$ cat config.mk
export PLATFORM = sky130hd
export DESIGN_NAME = serial_alu_sequencer
export DESIGN_NICKNAME = d
export VERILOG_FILES = /design/src/rtl/serial_alu_sequencer.sv
export SDC_FILE = /design/constraint.sdc
export NUM_CORES = 1
export LEC_CHECK = 0
export CAP_MARGIN = 20
export CORE_MARGIN = 2
export CORE_UTILIZATION = 45
export DETAILED_ROUTE_END_ITERATION = 10
export PLACE_DENSITY = 0.74
export SYNTH_ARGS = -nofsm -noshare
export SYNTH_HDL_FRONTEND = slang
export SYNTH_SLANG_ARGS = --single-unit
$ cat constraint.sdc
create_clock -name clk -period 1.26 [get_ports clk]
set_clock_uncertainty 0.05 [all_clocks]
set_input_delay 0.252 -clock clk [delete_from_list [all_inputs] [get_ports clk]]
set_output_delay 0.252 -clock clk [all_outputs]
set_load 0.02 [all_outputs]
$ cat src/rtl/serial_alu_sequencer.sv
// Bit-serial WIDTH-bit ALU controller: streams latched operands LSB-first through an
// external one-bit ALU slice, recirculates its carry and assembles the result and flags.
module serial_alu_sequencer #(
  parameter int WIDTH = 8
) (
  input  logic             clk,
  input  logic             rst_n,
  input  logic             start,
  input  logic [WIDTH-1:0] op_a,
  input  logic [WIDTH-1:0] op_b,
  input  logic             a_invert,
  input  logic             b_invert,
  input  logic [1:0]       operation,
  output logic             busy,
  output logic             done,
  output logic [WIDTH-1:0] result,
  output logic             zero,
  output logic             carry_out,
  output logic             overflow,
  output logic             alu_a,
  output logic             alu_b,
  output logic             alu_a_invert,
  output logic             alu_b_invert,
  output logic [1:0]       alu_operation,
  output logic             alu_carry_in,
  input  logic             alu_result,
  input  logic             alu_carry_out
);

  localparam int CW = $clog2(WIDTH + 1);

  typedef enum logic [1:0] {
    S_IDLE = 2'b00,
    S_RUN  = 2'b01,
    S_DONE = 2'b10
  } state_t;

  state_t           state_q, state_d;
  logic [WIDTH-1:0] a_sh_q, a_sh_d;
  logic [WIDTH-1:0] b_sh_q, b_sh_d;
  logic [WIDTH-1:0] res_sh_q, res_sh_d;
  logic [CW-1:0]    cnt_q, cnt_d;
  logic             carry_q, carry_d;
  logic             cin_msb_q, cin_msb_d;
  logic             a_inv_q, a_inv_d;
  logic             b_inv_q, b_inv_d;
  logic [1:0]       op_q, op_d;
  logic             busy_q, busy_d;
  logic             done_q, done_d;
  logic [WIDTH-1:0] result_q, result_d;
  logic             zero_q, zero_d;
  logic             cout_q, cout_d;
  logic             ovf_q, ovf_d;

  // Next-state and datapath update for the sequencer.
  always_comb begin
    state_d   = state_q;
    a_sh_d    = a_sh_q;
    b_sh_d    = b_sh_q;
    res_sh_d  = res_sh_q;
    cnt_d     = cnt_q;
    carry_d   = carry_q;
    cin_msb_d = cin_msb_q;
    a_inv_d   = a_inv_q;
    b_inv_d   = b_inv_q;
    op_d      = op_q;
    busy_d    = busy_q;
    done_d    = 1'b0;
    result_d  = result_q;
    zero_d    = zero_q;
    cout_d    = cout_q;
    ovf_d     = ovf_q;
    case (state_q)
      S_IDLE: begin
        if (start) begin
          state_d = S_RUN;
          a_sh_d  = op_a;
          b_sh_d  = op_b;
          a_inv_d = a_invert;
          b_inv_d = b_invert;
          // The reserved encoding is folded onto AND at latch time.
          op_d    = (operation == 2'b11) ? 2'b00 : operation;
          carry_d = b_invert;
          cnt_d   = '0;
          busy_d  = 1'b1;
        end else begin
          busy_d  = 1'b0;
        end
      end
      S_RUN: begin
        res_sh_d = {alu_result, res_sh_q[WIDTH-1:1]};
        carry_d  = alu_carry_out;
        a_sh_d   = a_sh_q >> 1;
        b_sh_d   = b_sh_q >> 1;
        cnt_d    = cnt_q + CW'(1);
        if (cnt_q == CW'(WIDTH - 1)) begin
          cin_msb_d = carry_q;
          state_d   = S_DONE;
        end else begin
          state_d   = S_RUN;
        end
      end
      S_DONE: begin
        state_d  = S_IDLE;
        busy_d   = 1'b0;
        done_d   = 1'b1;
        result_d = res_sh_q;
        zero_d   = (res_sh_q == '0);
        cout_d   = (op_q == 2'b10) ? carry_q : 1'b0;
        ovf_d    = (op_q == 2'b10) ? (carry_q ^ cin_msb_q) : 1'b0;
      end
      default: begin
        state_d = S_IDLE;
        busy_d  = 1'b0;
      end
    endcase
  end

  // State and output registers; asynchronous reset clears everything.
  always_ff @(posedge clk or negedge rst_n) begin
    if (!rst_n) begin
      state_q   <= S_IDLE;
      a_sh_q    <= '0;
      b_sh_q    <= '0;
      res_sh_q  <= '0;
      cnt_q     <= '0;
      carry_q   <= 1'b0;
      cin_msb_q <= 1'b0;
      a_inv_q   <= 1'b0;
      b_inv_q   <= 1'b0;
      op_q      <= 2'b00;
      busy_q    <= 1'b0;
      done_q    <= 1'b0;
      result_q  <= '0;
      zero_q    <= 1'b0;
      cout_q    <= 1'b0;
      ovf_q     <= 1'b0;
    end else begin
      state_q   <= state_d;
      a_sh_q    <= a_sh_d;
      b_sh_q    <= b_sh_d;
      res_sh_q  <= res_sh_d;
      cnt_q     <= cnt_d;
      carry_q   <= carry_d;
      cin_msb_q <= cin_msb_d;
      a_inv_q   <= a_inv_d;
      b_inv_q   <= b_inv_d;
      op_q      <= op_d;
      busy_q    <= busy_d;
      done_q    <= done_d;
      result_q  <= result_d;
      zero_q    <= zero_d;
      cout_q    <= cout_d;
      ovf_q     <= ovf_d;
    end
  end

  assign busy          = busy_q;
  assign done          = done_q;
  assign result        = result_q;
  assign zero          = zero_q;
  assign carry_out     = cout_q;
  assign overflow      = ovf_q;
  // Slice data inputs are quiet outside RUN; controls always mirror the latched values.
  assign alu_a         = (state_q == S_RUN) & a_sh_q[0];
  assign alu_b         = (state_q == S_RUN) & b_sh_q[0];
  assign alu_carry_in  = (state_q == S_RUN) & carry_q;
  assign alu_a_invert  = a_inv_q;
  assign alu_b_invert  = b_inv_q;
  assign alu_operation = op_q;

endmodule

-- After elaboration in Yosys (flattened, before gate mapping)
Cells that the tools add are included.
- register bits after elaboration: 49
- input bits: 25
- logic and storage cells: 50
- output and inout port bits: 20
- reductions and logical operators: 6
- equality and inequality tests: 6
- muxes and demuxes: 17
- add/subtract/negate cells: 1
- bitwise operators: 4
- operators with widths (operator ; number):
    8-bit one-hot mux with 2 select lines ; 2
    8-bit two-way mux ; 2
    8-bit zero test ; 1
    4-bit one-hot mux with 2 select lines ; 1
    2-bit equality test (second input constant) ; 3
    2-bit two-way mux ; 3
    2-bit AND reduction ; 3
    1-bit two-way mux ; 5
    4-bit by 1-bit adder with 4-bit output (second input constant) ; 1
    4-bit by 3-bit equality test with 1-bit output (second input constant) ; 1
    4-bit two-way mux ; 1
    1-bit one-hot mux with 2 select lines ; 2
    2-bit one-hot mux with 2 select lines ; 1
    1-bit AND ; 3
    2-bit by 1-bit equality test with 1-bit output (second input constant) ; 1
    2-bit zero test ; 1
    2-bit != test (second input constant) ; 1
    2-bit nonzero test ; 1
    1-bit bitwise XOR ; 1

-- Depth between registers and ports, before layout
Gate-level depths: netlist of the first run.
- word-level depth: 3
- mapped depth: 5
- depth with buffers taken out: 4

-- Least setup slack after synthesis of the first run
Ideal clock, no wire load.
- path type: flip-flop to output port
- start: reg state_q[1]
- end: out alu_a
- buffers on the path: 2
- arrival: 1.112 ns
- data required time: 0.958 ns
- cell stages (with the launch flop): 5
- slack: -0.154 ns
- cell sequence: dfrtp_1 nor2b_2 buf_6 buf_6 and2_1
- word-level cells in the longest chain between the ends: 2
- ends and longest elaborated chain (element ; line ; source):
    start, declared ; 38 ; state_t state_q, state_d;
    start signal, assigned ; 139 ; state_q <= state_d;
    2-bit by 1-bit equality test with 1-bit output ; 165 ; assign alu_a = (state_q == S_RUN) & a_sh_q[0];
    1-bit AND ; 165 ;
    end, declared ; 20 ; output logic alu_a,
No other way between the ends.

-- Final worst setup path of the first run
- start: reg state_q[0]
- end: reg cin_msb_q
- word-level cells in the longest chain between the ends: 2
- ends and longest elaborated chain (element ; line ; source):
    2-bit by 1-bit equality test with 1-bit output ; 73 ; case (state_q)
    2-bit AND reduction (no line) ; - ;
    end signal, assigned ; 145 ; cin_msb_q <= cin_msb_d;
    end, declared ; 44 ; logic cin_msb_q, cin_msb_d;
No other way between the ends.
A chain may end at the register's enable or synchronous reset.

==> impl_metrics.env, run 1 <==
export IMPL_rows=25
export IMPL_crit_required_ps=1410
export IMPL_grt_max_degree=50
export IMPL_n_antenna_cell=0
export IMPL_cts_tree="built"
export IMPL_cts_root_buffer="clkbuf_8"
export IMPL_drt_total_wl_um=4335
export IMPL_max_freq_ghz=0.6607
export IMPL_ys_seq_elements=49
export IMPL_p_per_area_mw_per_mm2=2252
export IMPL_boundaryPins=45
export IMPL_die_w_um=72.75
export IMPL_grt_ovfl_total=0
export IMPL_syn2layout_area_growth_pct=40.29
export IMPL_synthAdderAreaFrac_pct=0.5882
export IMPL_setup_violations=50
export IMPL_violations="negative setup slack"
export IMPL_yosys_top_cells_count="dfrtp_1 (49), nand2_1 (25), mux2_2 (18), o21ai_0 (18), a21oi_1 (16)"
export IMPL_synth_top_area_share_pct=57.65
export IMPL_cp_data_arrival_time_ps=1660
export IMPL_muxShareOfSynthArea_pct=11.41
export IMPL_r2r_setup_slack_ps=-250
export IMPL_yosys_warnings=0
export IMPL_yosys_area_share_simple_pct=14.47
export IMPL_hold_viol_final=0
export IMPL_coreArea_mm2=0.004629
export IMPL_pre_cts_ws_ps=-514.6
export IMPL_wl_per_cell_um=14.26
export IMPL_initial_core_util_pct=45.95
export IMPL_path_class="flop to flop"
export IMPL_grt_pass1_wl_um=7521
export IMPL_synth_edf_count=0
export IMPL_nets=275
export IMPL_vias_per_cell=5.214
export IMPL_status="finished, violations left"
export IMPL_hpwlAfterDp_um=2756
export IMPL_tns_ps=-4190
export IMPL_firstDrtPassIters=4
export IMPL_worst_slew_pin_transition_ps=295.2
export IMPL_synthCells=180
export IMPL_max_slew_margin_pct=80.14
export IMPL_grt_usage_pct=18.54
export IMPL_grt_pass1_vias=1563
export IMPL_synth_async_sr_flop_share_pct=100.0
export IMPL_drc=0
export IMPL_rsz0062_at_grt="yes"
export IMPL_worstSkewPairLatency_ps=310
export IMPL_port_buffer_count=44
export IMPL_antenna_left=0
export IMPL_dieArea_mm2=0.005293
export IMPL_gp_congestion=0.7324
export IMPL_antenna_found_initial=0
export IMPL_syn_cell_area_mm2=0.002127
export IMPL_yosysMostFrequentCell="dfrtp_1"
export IMPL_end_kind="flop"
export IMPL_setup_ws_ps=-253.6
export IMPL_ctsHtreeMaxLevel=2
export IMPL_yosysTopAreaCell="dfrtp_1"
export IMPL_r2r_start="state_q[0]"
export IMPL_ys_seq_area_share_pct=57.65
export IMPL_layout_drive_gt1_share_pct=35.20
export IMPL_post_route_period_util_pct=120.1
export IMPL_hold_class="primary input to async pin"
export IMPL_drtIter0Drc=149
export IMPL_numCtsBuffers=5
export IMPL_synthFlopType="dfrtp_1"
export IMPL_die_y_um=72.75
export IMPL_crit_path_max_fanout=5
export IMPL_p_leak_nw=1.503
export IMPL_clock_sinks=49
export IMPL_synth_compound_area_share_pct=11.35
export IMPL_reg2reg_to="cin_msb_q"
export IMPL_synth_top_family_by_area="simple AND/OR/NAND/NOR gates"
export IMPL_startpoint_type="flop"
export IMPL_avgSynthCellArea_um2=11.82
export IMPL_peakVddDrop_mv=1.027
export IMPL_syn_num_nets=206
export IMPL_slew_viol_final=0
export IMPL_final_util_pct=64.46
export IMPL_synthTopCellsByArea="dfrtp_1 (58%), mux2_2 (9.5%), and3b_1 (4.5%)"
export IMPL_ys_types=28
export IMPL_clk_transition_reported_paths_ps=90
export IMPL_r2r_cells=5
export IMPL_vias=1585
export IMPL_min_period_ps=1514
export IMPL_clk_path_buf_depth=2
export IMPL_synth_xor_xnor_area_share_pct=0.4118
export IMPL_max_cap_violations=0
-- through the flow --
step                      area (um^2)  hold slack (ps)  power [W]  std cells
after floorplan                  2146           -93.59   0.004267        180
after global placement           2729            206.8   0.005265        287
after detailed placement         2729            206.3   0.005357        287
after CTS                        3002            407.4   0.006775        305
after global routing             2984            415.4   0.007176        304
final                            2984            404.1   0.006719        304
-- layout by cell type (no fill, tap or decap), drive strengths merged --
master,count
mux2,18
and2,3
or3,1
xor2,1
nor2b,1
o21bai,1
nand2,25
ha,1
nand3,1
and4,1
clkbuf,6
bufbuf,1
nor3b,1
dlygate4sd3,1
mux2i,4
nor3,1
inv,5
and3b,11
buf,45
dfrtp,49
o21ai,18
a21oi,16
clkdlybuf4s50,23
nor4,2
or3b,1
clkinv,2
nand3b,2
clkdlybuf4s15,1
a22o,5
nand2b,2
a41oi,1
-- kinds of logic (layout without fill, tap and decap cells) --
logic type      after synthesis  count (layout)
mux                          22              22
flops                        49              49
fa+ha+maj                     1               1
compound gates               41              41
xor+xnor                      1               1
simple gates                 51              52
buf+inv                      15              84
-- critical path, cell delays in order, from the launching register on --
cell and delay (ps):
dfrtp_1 390, nor2b_4 230, buf_6 140, buf_6 90
and4_4 220, mux2_4 290
-- layout make-up --
cell class / count / area (um^2)
fillers: 380 / 1645
well taps: 54 / 67.56
flip-flops and latches: 49 / 1227
repair buffers: 71 / 665.6
inverters: 5 / 18.77
multi-input cells: 117 / 908.4
clock buffers: 6 / 82.58
clock inverters: 2 / 13.76
-- power by group --
| group | switching [W] | internal, W | total, W | leakage, nW |
|---|---|---|---|---|
| clock | 0.000517 | 0.000445 | 0.000963 | 0.0512 |
| combinational | 0.00138 | 0.00176 | 0.00314 | 0.828 |
| sequential | 0.000416 | 0.00220 | 0.00262 | 0.624 |
-- routing by layer --
| metal | global-route usage (%) | share of wire [%] | routed length (um) | vias to the layer above |
|---|---|---|---|---|
| met2 | 28.89 | 49 | 2104 | 38 |
| met1 | 25.18 | 45 | 1972 | 775 |
| met3 | 4.282 | 4.6 | 199 | 4 |
| li1 | - | - | - | 768 |
| met5 | 0 | 0 | 0 | - |
| met4 | 7.407 | 1.4 | 59 | 0 |
-- flip-flops by register name, indices dropped and copies added, names as in the netlist --
signal         flops
a_sh_q             8
b_sh_q             8
res_sh_q           8
result             8
cnt_q              4
alu_operation      2
state_q            2
alu_a_invert       1
alu_b_invert       1
busy               1
carry_out          1
carry_q            1
cin_msb_q          1
done               1
overflow           1
zero               1
-- worst max path at each step --
| stage | to | from | cells after the start |
|---|---|---|---|
| floorplan | alu_carry_in | state_q[1] | 4 |
| global placement | alu_carry_in | state_q[1] | 3 |
| detailed placement | alu_carry_in | state_q[1] | 3 |
| CTS | alu_carry_in | state_q[1] | 3 |
| global route | cin_msb_q | state_q[0] | 5 |
| finish | cin_msb_q | state_q[0] | 5 |
-- what timing repair did --
item / 4_1_cts / 5_1_grt
endpoints found under the hold margin: 49 / 0
setup endpoints to repair: 66 / 58
hold buffers: 1 / 0
buffers inserted: 8 / 0
pin swaps: 10 / 6
cloned: 2 / 0
gates resized for setup: 107 / 26
Power figures use the tool's default switching activity.
==> run 2: changes to the inputs <==
Settings changed: CORE_ASPECT_RATIO set to 1.75.
==> run 2 against run 1 <==
  * The flow still finishes with violations (negative setup slack)
  * Sequential share of layout area decreased by 2.0 points
  * Count of clock-buffer cells in the layout rose by 1
  * Design area is 5.0% higher
  * Sequential cell count stayed put
  * Routed wire length increased by 9.3%
  * Global-route usage rose by 0.79 points
  * Sequential power grew 2%
  * Worst hold slack improved by 18 ps
  * First-iteration DRC count decreased by 76%
  * Largest power group unchanged
  * Highest routed layer unchanged
==> impl_metrics.env, run 2 (synthesis gave the netlist of run 1 again) <==
export IMPL_status="finished, violations left"
export IMPL_violations="negative setup slack"
export IMPL_nets=284
export IMPL_grt_usage_pct=19.33
export IMPL_internal_power_w=0.004629
export IMPL_grt_max_degree=50
export IMPL_grt_pass1_vias=1662
export IMPL_pwr_share_clk_pct=12.9
export IMPL_crit_required_ps=960
export IMPL_boundaryPins=45
export IMPL_die_w_um=55.97
export IMPL_cp_cell_sequence="nor2b_4 > buf_6 > and2_4 > buf_6"
export IMPL_clk_transition_reported_paths_ps=80
export IMPL_placed_cell_area_mm2=0.002746
export IMPL_die_y_um=94.95
export IMPL_max_cap_violations=0
export IMPL_r2r_setup_slack_ps=-250
export IMPL_startpoint_type="flop"
export IMPL_antenna_found_initial=0
export IMPL_final_common_cell="dfrtp_1"
export IMPL_wl_per_cell_um=15.28
export IMPL_hold_class="primary input to async pin"
export IMPL_clk_path_buf_depth=2
export IMPL_antenna_left=0
export IMPL_cts_tree="built"
export IMPL_ctsHtreeMaxLevel=2
export IMPL_dpl_cell_count=286
export IMPL_min_period_ps=1538
export IMPL_dieArea_mm2=0.005314
export IMPL_max_freq_ghz=0.6500
export IMPL_max_slew_margin_pct=81.48
export IMPL_r2r_cells=5
export IMPL_grt_ovfl_total=0
export IMPL_cts_root_buffer="clkbuf_8"
export IMPL_firstDrtPassIters=4
export IMPL_gp_congestion=0.6999
export IMPL_drt_total_wl_um=4736
export IMPL_setup_ws_ps=-278.4
export IMPL_p_total_w=0.007067
export IMPL_pre_cts_ws_ps=-454.0
export IMPL_design_area_mm2=0.003134
export IMPL_drtIter0Drc=36
export IMPL_r2r_start="state_q[1]"
export IMPL_slowest_delay_ps=430
export IMPL_slowest_stage="dfrtp_2"
export IMPL_clock_sinks=49
export IMPL_hold_ws_ps=421.8
export IMPL_rsz0062_at_grt="yes"
export IMPL_mostFrequentLayoutCells="dfrtp_1 (48), clkdlybuf4s50_1 (23), nand2_1 (16), buf_2 (16), buf_4 (16)"
export IMPL_layout_drive_gt1_share_pct=41.09
export IMPL_crit_path_frequent_cell="buf_6"
export IMPL_power_switching_w=0.002438
export IMPL_grt_pass1_wl_um=7921
export IMPL_worst_slew_pin_transition_ps=275.3
export IMPL_initial_core_util_pct=46.00
export IMPL_post_route_period_util_pct=122.1
export IMPL_seqPwrFrac_pct=37.7
export IMPL_p_sw_share_pct=34.49
export IMPL_rows=33
export IMPL_coreArea_mm2=0.004624
export IMPL_syn2layout_area_growth_pct=47.35
export IMPL_hold_viol_final=0
export IMPL_end_kind="primary output"
export IMPL_vias_per_cell=5.294
export IMPL_reg2reg_to="cin_msb_q"
export IMPL_port_buffer_count=44
export IMPL_worstSkewPairLatency_ps=300
export IMPL_vias=1641
export IMPL_numCtsBuffers=5
export IMPL_hpwlAfterDp_um=2935
export IMPL_comb_power_share_pct=49.4
export IMPL_n_antenna_cell=0
export IMPL_slew_viol_final=0
export IMPL_drc=0
export IMPL_crit_path_max_fanout=5
export IMPL_path_class="flop to primary output"
export IMPL_setup_violations=50
export IMPL_fin_cells=310
export IMPL_peakVddDrop_mv=1.344
export IMPL_p_leak_nw=1.592
export IMPL_cp_data_arrival_time_ps=1240
export IMPL_p_per_area_mw_per_mm2=2255
## run 2: cell types whose count changed in the layout (fill, tap and decap cells not counted), moves of 2 or more
cell / previous run / this run
nand2_2: 0 / 8
a21oi_1: 16 / 13
mux2_4: 9 / 14
a21oi_2: 0 / 2
mux2_2: 9 / 4
nand2_1: 24 / 16
buf_6: 11 / 15
buf_4: 13 / 16
## run 2: how the worst max path moves through the flow
stage | start | endpoint | slack, ps | cells after the start
after global placement | state_q[1] | alu_carry_in | -430 | 4
after floorplan | state_q[1] | alu_carry_in | -80 | 4
final | state_q[1] | alu_a | -280 | 4
after detailed placement | state_q[1] | alu_carry_in | -450 | 4
after CTS | state_q[1] | alu_carry_in | -270 | 4
after global routing | state_q[1] | alu_carry_in | -340 | 4
## run 2: metal layers
metal | routed length (um) | vias up | GRT usage, %
li1 | - | 779 | -
met1 | 1749 | 816 | 20.82
met2 | 2751 | 37 | 36.76
met3 | 124 | 9 | 2.603
met4 | 110 | 0 | 8.730
met5 | 0 | - | 0
## run 2: timing repair
action | in CTS | in global routing
hold endpoints to repair | 49 | 0
buffers inserted | 11 | 6
cloned | 2 | 1
setup endpoints to repair | 57 | 67
gates resized for setup | 109 | 45
hold buffers | 1 | 0
pin swaps | 12 | 4
## run 2: area by class of cell
type	count	area [um^2]
multi-input combinational	117	963.4
inverter	5	18.77
fill	338	1490
timing repair buffer	80	773.2
sequential	49	1227
clock buffer	7	86.33
tap	52	65.06
## run 2: power groups by stage
stage	Combinational (W)	Clock, W	Sequential [W]
floorplan	0.00146	0	0.00281
global placement	0.00272	0	0.00261
detailed placement	0.00279	0	0.00265
CTS	0.00334	0.000931	0.00264
global route	0.00377	0.00102	0.00276
finish	0.00349	0.000912	0.00266
## run 2: through the flow
stage / TNS (ps) / utilization [%]
6_report: -7492 / 67.78
5_1_grt: -9610 / 67.78
4_1_cts: -6595 / 67.45
3_5_place_dp: -10070 / 59.39
3_3_place_gp: -9535 / 59.39
2_1_floorplan: -246.6 / -
## run 2: critical path: cells and delay by family (launching register included)
kind                   cells  cell delay [ps]
DFF                        1              430
buffers and inverters      2              230
and+or+nand+nor            2              270
==> run 3: changes to the inputs <==
Settings changed: CORE_UTILIZATION 45 to 50, PLACE_DENSITY 0.74 to 0.78.
Clock period 1.26 ns to 1.55 ns, I/O delays scaled along.
==> run 3 against run 2 <==
  * The run now ends clean
  * Sequential power is 20% lower
  * Global-route usage up 0.098 points
  * Largest power group is now registers
  * Design area is 11% lower
  * Die area shrank 9.4%
  * Cell count fell by 7.7%
  * Setup slack improved by 310 ps
  * Core utilization rose by 0.21 points
  * Sequential cell count unchanged
  * Combinational power shrank 42%
  * Clock power grew 3.1%
  * Highest routed layer unchanged
  * Count of clock-buffer cells in the layout decreased by 1
==> impl_metrics.env, run 3 (synthesis gave the netlist of run 1 again) <==
export IMPL_gp_congestion=0.7389
export IMPL_grt_pass1_wl_um=6989
export IMPL_die_w_um=53.31
export IMPL_cts_tree="built"
export IMPL_cts_root_buffer="clkbuf_8"
export IMPL_layout_drive_gt1_share_pct=21.94
export IMPL_n_antenna_cell=0
export IMPL_max_freq_ghz=0.6577
export IMPL_hold_class="flop to flop"
export IMPL_r2r_setup_slack_ps=70
export IMPL_rows=31
export IMPL_min_period_ps=1520
export IMPL_r2r_start="state_q[0]"
export IMPL_grt_pass1_vias=1538
export IMPL_hold_viol_final=0
export IMPL_hold_ws_ps=429.1
export IMPL_reg2reg_to="overflow"
export IMPL_antenna_left=0
export IMPL_clk_path_buf_depth=2
export IMPL_max_slew_margin_pct=78.53
export IMPL_setup_violations=0
export IMPL_status="completed"
export IMPL_wl_per_cell_um=13.66
export IMPL_r2r_cells=4
export IMPL_max_cap_violations=0
export IMPL_die_y_um=90.28
export IMPL_dieArea_mm2=0.004812
export IMPL_grt_max_degree=50
export IMPL_startpoint_type="flop"
export IMPL_end_kind="primary output"
export IMPL_peakVddDrop_mv=1.046
export IMPL_crit_required_ps=1190
export IMPL_boundaryPins=45
export IMPL_worst_slew_pin_transition_ps=319.6
export IMPL_p_leak_nw=1.389
export IMPL_rsz0062_at_grt="yes"
export IMPL_syn2layout_area_growth_pct=31.41
export IMPL_drtIter0Drc=12
export IMPL_clk_transition_reported_paths_ps=90
export IMPL_drc=0
export IMPL_antenna_found_initial=0
export IMPL_nets=262
export IMPL_port_buffer_count=44
export IMPL_cp_data_arrival_time_ps=1160
export IMPL_final_common_cell="dfrtp_1"
export IMPL_nFillCells=357
export IMPL_worstSkewPairLatency_ps=300
export IMPL_coreArea_mm2=0.004111
export IMPL_numCtsBuffers=5
export IMPL_final_util_pct=67.99
export IMPL_slew_viol_final=0
export IMPL_drt_total_wl_um=3907
export IMPL_post_route_period_util_pct=98.09
export IMPL_crit_path_start="state_q[1]"
export IMPL_grt_ovfl_total=0
export IMPL_vias_per_cell=5.294
export IMPL_crit_path_max_fanout=5
export IMPL_path_class="flop to primary output"
export IMPL_grt_usage_pct=19.43
export IMPL_ctsHtreeMaxLevel=2
export IMPL_initial_core_util_pct=51.73
export IMPL_clock_sinks=49
export IMPL_p_per_area_mw_per_mm2=1816
export IMPL_hpwlAfterDp_um=2880
export IMPL_vias=1514
export IMPL_mostFrequentLayoutCells="dfrtp_1 (49), nand2_1 (25), clkdlybuf4s50_1 (23), o21ai_0 (18), mux2_2 (18)"
export IMPL_firstDrtPassIters=4
export IMPL_crit_end="alu_a"
[run 3: per-stage QoR]
stage | instance area (um^2) | TNS (ps) | total power (W) | std cells | setup WS (ps)
after floorplan | 2127 | 0 | 0.003403 | 180 | 78.20
after global placement | 2658 | -911.2 | 0.004136 | 275 | -177.8
after detailed placement | 2658 | -1281 | 0.004229 | 275 | -171.0
after CTS | 2771 | 0 | 0.005071 | 285 | 1.285
after global routing | 2795 | -113.3 | 0.005461 | 286 | -35.11
final | 2795 | 0 | 0.005075 | 286 | 29.63
[run 3: critical path, cell delays in order (launching register included)]
cell     delay (ps)
dfrtp_1         410
nor2b_4         170
and2_4          170
buf_6           110
[run 3: worst min path at each step]
stage               startpoint   endpoint  slack [ps]  cells after the start
floorplan                rst_n  a_sh_q[0]         -40                      0
detailed placement       rst_n  result[2]         270                      2
global placement         rst_n  result[1]         270                      2
finish               b_sh_q[0]  b_sh_q[0]         430                      2
CTS                  b_sh_q[0]  b_sh_q[0]         440                      2
global route         b_sh_q[1]  b_sh_q[1]         470                      2
[run 3: what timing repair did]
| action | in CTS | in global routing |
|---|---|---|
| hold buffers | 1 | 0 |
| gates resized for setup | 33 | 5 |
| cloned | 0 | 0 |
| hold endpoints to repair | 49 | 0 |
| pin swaps | 0 | 2 |
| setup endpoints to repair | 20 | 7 |
| setup buffers | 1 | 1 |
[run 3: per-layer routing]
| metal | track usage (%) | routed length [um] | up-vias |
|---|---|---|---|
| li1 | - | - | 743 |
| met1 | 23.49 | 1582 | 723 |
| met2 | 32.72 | 2083 | 42 |
| met3 | 3.642 | 165 | 6 |
| met4 | 7.692 | 76 | 0 |
| met5 | 0 | 0 | - |
[run 3: area by class of cell]
cell class | instances | area (um^2) | area share [%]
clock inverter | 2 | 37.54 | 1.343
sequential | 49 | 1226 | 43.87
timing repair buffer | 59 | 545.5 | 19.52
multi-input combinational | 116 | 823.3 | 29.45
tap | 49 | 61.31 | 2.193
inverter | 5 | 18.77 | 0.6714
clock buffer | 6 | 82.58 | 2.954
[run 3: power breakdown]
part	internal, W	switching [W]	leakage [nW]
Combinational	0.00104	0.000976	0.706
Sequential	0.00179	0.000326	0.625
Clock	0.000524	0.000415	0.0574
